**src/rtl/btb_lookup.sv**
```systemverilog
// btb_lookup: 8-set 2-way BTB with a registered one-cycle lookup and an EX-side set read/write port
module btb_lookup (
    input  logic         clk,
    input  logic         rst,
    input  logic [31:0]  if_pc,
    input  logic         if_stall,
    output logic         predict_hit,
    output logic         predict_taken,
    output logic [31:0]  predict_target,
    input  logic [2:0]   update_index,
    output logic [127:0] update_set,
    output logic [7:0]   update_lru,
    input  logic         update_en,
    input  logic [127:0] write_set,
    input  logic         next_lru_write
);
    logic [127:0] array_q [8];
    logic [127:0] array_d [8];
    logic [7:0]   lru_q, lru_d;
    logic         hit_q, hit_d, taken_q, taken_d;
    logic [31:0]  target_q, target_d;
    logic [127:0] rd_set;
    logic [63:0]  rd_way;
    logic [2:0]   rd_idx;
    logic         m1, m2, hit;
    logic         unused_bits;

    assign rd_idx = if_pc[4:2];
    assign rd_set = array_q[rd_idx];
    assign m1 = rd_set[127] && rd_set[126:100] == if_pc[31:5];
    assign m2 = rd_set[63] && rd_set[62:36] == if_pc[31:5];
    assign hit = m1 || m2;
    assign rd_way = m1 ? rd_set[127:64] : rd_set[63:0];
    assign unused_bits = ^{if_pc[1:0], rd_way[63:36], rd_way[2:0]};

    // read-side LRU first so a same-set update write overrides it
    always_comb begin
        array_d = array_q;
        lru_d = lru_q;
        hit_d = hit_q;
        taken_d = taken_q;
        target_d = target_q;
        if (!if_stall) begin
            hit_d = hit;
            taken_d = hit && rd_way[3];
            target_d = hit ? rd_way[35:4] : '0;
            if (hit) lru_d[rd_idx] = !m1;
        end
        if (update_en) begin
            array_d[update_index] = write_set;
            lru_d[update_index] = next_lru_write;
        end
    end

    always_ff @(posedge clk) begin
        if (rst) begin
            array_q <= '{default: '0};
            lru_q <= '0;
            hit_q <= 1'b0;
            taken_q <= 1'b0;
            target_q <= '0;
        end else begin
            array_q <= array_d;
            lru_q <= lru_d;
            hit_q <= hit_d;
            taken_q <= taken_d;
            target_q <= target_d;
        end
    end

    assign predict_hit = hit_q;
    assign predict_taken = taken_q;
    assign predict_target = target_q;
    assign update_set = array_q[update_index];
    assign update_lru = lru_q;
endmodule
```
**config.mk**
```make
export PLATFORM = sky130hd
export DESIGN_NAME = btb_lookup
export DESIGN_NICKNAME = d
export VERILOG_FILES = /design/src/rtl/btb_lookup.sv
export SDC_FILE = /design/constraint.sdc
export NUM_CORES = 2
export LEC_CHECK = 0
export CAP_MARGIN = 20
export CORE_UTILIZATION = 47
export CTS_BUF_LIST = sky130_fd_sc_hd__clkbuf_16
export CTS_CLUSTER_SIZE = 20
export DETAILED_ROUTE_END_ITERATION = 10
export PLACE_DENSITY = 0.64
export SLEW_MARGIN = 0
export SYNTH_ARGS = -nofsm -noshare
export SYNTH_HDL_FRONTEND = slang
export SYNTH_SLANG_ARGS = --single-unit
```
**constraint.sdc**
```tcl
create_clock -name clk -period 6.75 [get_ports clk]
set_input_delay 0.675 -clock clk [delete_from_list [all_inputs] [get_ports clk]]
set_output_delay 0.675 -clock clk [all_outputs]
set_load 0.01 [all_outputs]
```
==> results.sh <==
export IMPL_status="finished clean"
export IMPL_gp_congestion=0.890
export IMPL_syn_inst=6780
export IMPL_critical_path_class="input pin to output port"
export IMPL_antenna_left=0
export IMPL_io_buffers=335
export IMPL_insertion_delay_ns=0.76
export IMPL_wl_per_cell_um=26.7
export IMPL_drcViolationCount=0
export IMPL_postCtsSetupRepairBufs=0
export IMPL_hpwl_um=124000
export IMPL_grt_first_pass_wirelength_um=323000
export IMPL_fp_dieW_um=339
export IMPL_syn_to_final_growth_pct=12.8
export IMPL_dr_pass1_iters=6
export IMPL_ir_worst_vdd_uv=223
export IMPL_drv_slew=0
export IMPL_path_max_fanout=93
export IMPL_drv_cap=0
export IMPL_fin_nets=6794
export IMPL_drive_above_1_share_pct=9.60
export IMPL_vias=51671
export IMPL_grt_pass1_vias=48663
export IMPL_cts_hold_buffers=0
export IMPL_drtIter0Drc=7134
export IMPL_track_usage_pct=36.9
export IMPL_grt_max_degree=225
export IMPL_gr_total_overflow=0
export IMPL_holdWs_ns=0.327
export IMPL_post_dp_cell_area_um2=56600
export IMPL_cp_arrival_ns=4.22
export IMPL_rows=123
export IMPL_cts_sinks=1066
export IMPL_syn_area_um2=53300
export IMPL_final_common_cell="nand2_1"
export IMPL_die_y_um=339
export IMPL_cts_buffer_depth=3
export IMPL_cts_tree="built"
export IMPL_cts_root_buffer="clkbuf_16"
export IMPL_worst_pin_slew_ns=1.21
export IMPL_min_path_type="input pin to flip-flop"
export IMPL_fin_setup_tns_ns=0
export IMPL_slew_headroom_pct=19.1
export IMPL_end_kind="output port"
export IMPL_final_cell_mix="nand2_1, a21oi_1, dfxtp_1, clkdlybuf4s50_1, mux2i_1"
export IMPL_core_um2=112000
export IMPL_yosys_warnings=0
export IMPL_drt_vias_per_instance=6.27
export IMPL_avgSynthCellArea_um2=7.86
export IMPL_clock_skew_ns=0.0443
export IMPL_antenna_found_initial=34
export IMPL_dieArea_um2=115000
export IMPL_finalSetupViolCount=0
export IMPL_rsz0062_at_grt="false"
export IMPL_cts_buffers=119
export IMPL_wirelength_um=220000
export IMPL_finalHoldViolCount=0
export IMPL_cts_htree_levels=3
export IMPL_post_cts_resized=0
export IMPL_crit_path_start_kind="input pin"
export IMPL_critical_path_required_ns=6.07
export IMPL_synth_distinct_cells=51
export IMPL_num_io_pins=338
export IMPL_p_leak_nw=20.3
export IMPL_final_area_um2=60100
export IMPL_timing_fmax_mhz=204
export IMPL_min_period_over_period_pct=72.5
export IMPL_seq_area_frac_synth_pct=40.0
export IMPL_power_density_nw_per_um2=236
export IMPL_ys_seq_elements=1066
export IMPL_clk_pin_slew_ns=0.06
export IMPL_period_minus_slack_ns=4.89
export IMPL_synth_nets=6948
export IMPL_initial_core_util_pct=47.4
-- critical path: stages --
cell             delay [ns]
buf_8                  0.28
nor2_4                 1.03
buf_4                  0.51
a22oi_1                0.15
o21ai_0                0.77
clkdlybuf4s50_1        0.70
-- layer usage --
| metal | wire (µm) | GRT usage (%) | part of all wire, % |
|---|---|---|---|
| met5 | 161 | 0 | 0.073 |
| met4 | 14100 | 21.5 | 6.4 |
| met3 | 25000 | 7.74 | 11 |
| met2 | 95900 | 56.1 | 44 |
| met1 | 85200 | 48.3 | 39 |
-- synth_stat cells, drive strengths merged --
cell	n	area (µm²)
inv	5	18.8
o22ai	143	895
clkbuf	510	1920
o211ai	2	15.0
o311ai	2	17.5
nand2	2115	7940
xor2	19	166
o22a	138	1210
nor3	44	220
xnor2	20	175
mux2	250	2820
a211o	1	8.76
nor2b	18	113
mux2i	314	3140
nand2b	13	81.3
a22oi	273	2050
a211oi	9	67.6
dfxtp	1066	21300
o2111ai	3	26.3
nand3b	2	15.0
mux4	83	1870
a32oi	1	8.76
a221o	2	20.0
and2	5	31.3
a311oi	1	8.76
a21oi	1125	5630
a21o	5	37.5
and4	3	26.3
nand4	8	50.1
nor4	6	58.8
nor2	130	488
buf	214	1380
a22o	6	52.6
a21bo	1	10.0
o31ai	14	120
o221ai	24	210
or2	3	18.8
nand3	23	120
or4	4	30.0
and3	8	50.1
o21ai	163	816
a221oi	4	35.0
-- stage by stage --
| step | total power, mW | utilization [%] | instances | worst slack (ns) |
|---|---|---|---|---|
| 6_report | 14.2 | 53.5 | 8245 | 1.86 |
| 5_1_grt | 14.5 | 53.4 | 8236 | 1.55 |
| 4_1_cts | 14.1 | 53.4 | 8221 | 2.06 |
| 3_5_place_dp | 8.22 | 50.3 | 8005 | 1.27 |
| 3_3_place_gp | 8.20 | 50.3 | 8005 | 1.29 |
| 2_1_floorplan | 7.60 | - | 6780 | 3.43 |
-- cell families after synthesis --
group           count (synthesis)  share of synthesized area (%)
simple gates                 2382                           17.3
flops                        1066                           40.0
mux                           647                           14.7
buf+inv                       729                           6.21
xor+xnor                       39                          0.641
compound gates               1917                           21.1
-- final timing paths --
kind / end / slack (ns) / startpoint / cells after the start
max: update_set[125] / 1.86 / update_index[1] / 6
min: array_q[2] / 0.33 / rst / 2
min reg2reg: array_q[513] / 0.45 / array_q[513] / 2
max reg2reg: predict_target[4] / 2.27 / array_q[40] / 8
-- flip-flops by register name, indices dropped and copies added (netlist names) --
register        cells
predict_taken       1
update_lru          8
array_q          1024
predict_hit         1
predict_target     32
-- final cells by class --
class / count / area [µm²]
Inverter: 5 / 18.8
Timing Repair Buffer: 449 / 4480
Fill cell: 10579 / 52400
Sequential cell: 1066 / 21300
Clock inverter: 96 / 509
Tap cell: 1500 / 1880
Multi-Input combinational cell: 4985 / 28900
Clock buffer: 120 / 3000
Antenna cell: 24 / 60.1
-- where the power goes --
part           switching [mW]  internal, mW  total (mW)
Sequential             0.0971          6.42        6.52
Combinational            1.10         0.517        1.62
Clock                    2.77          3.27        6.04
Note: power is estimated with default switching activity, not from simulation.
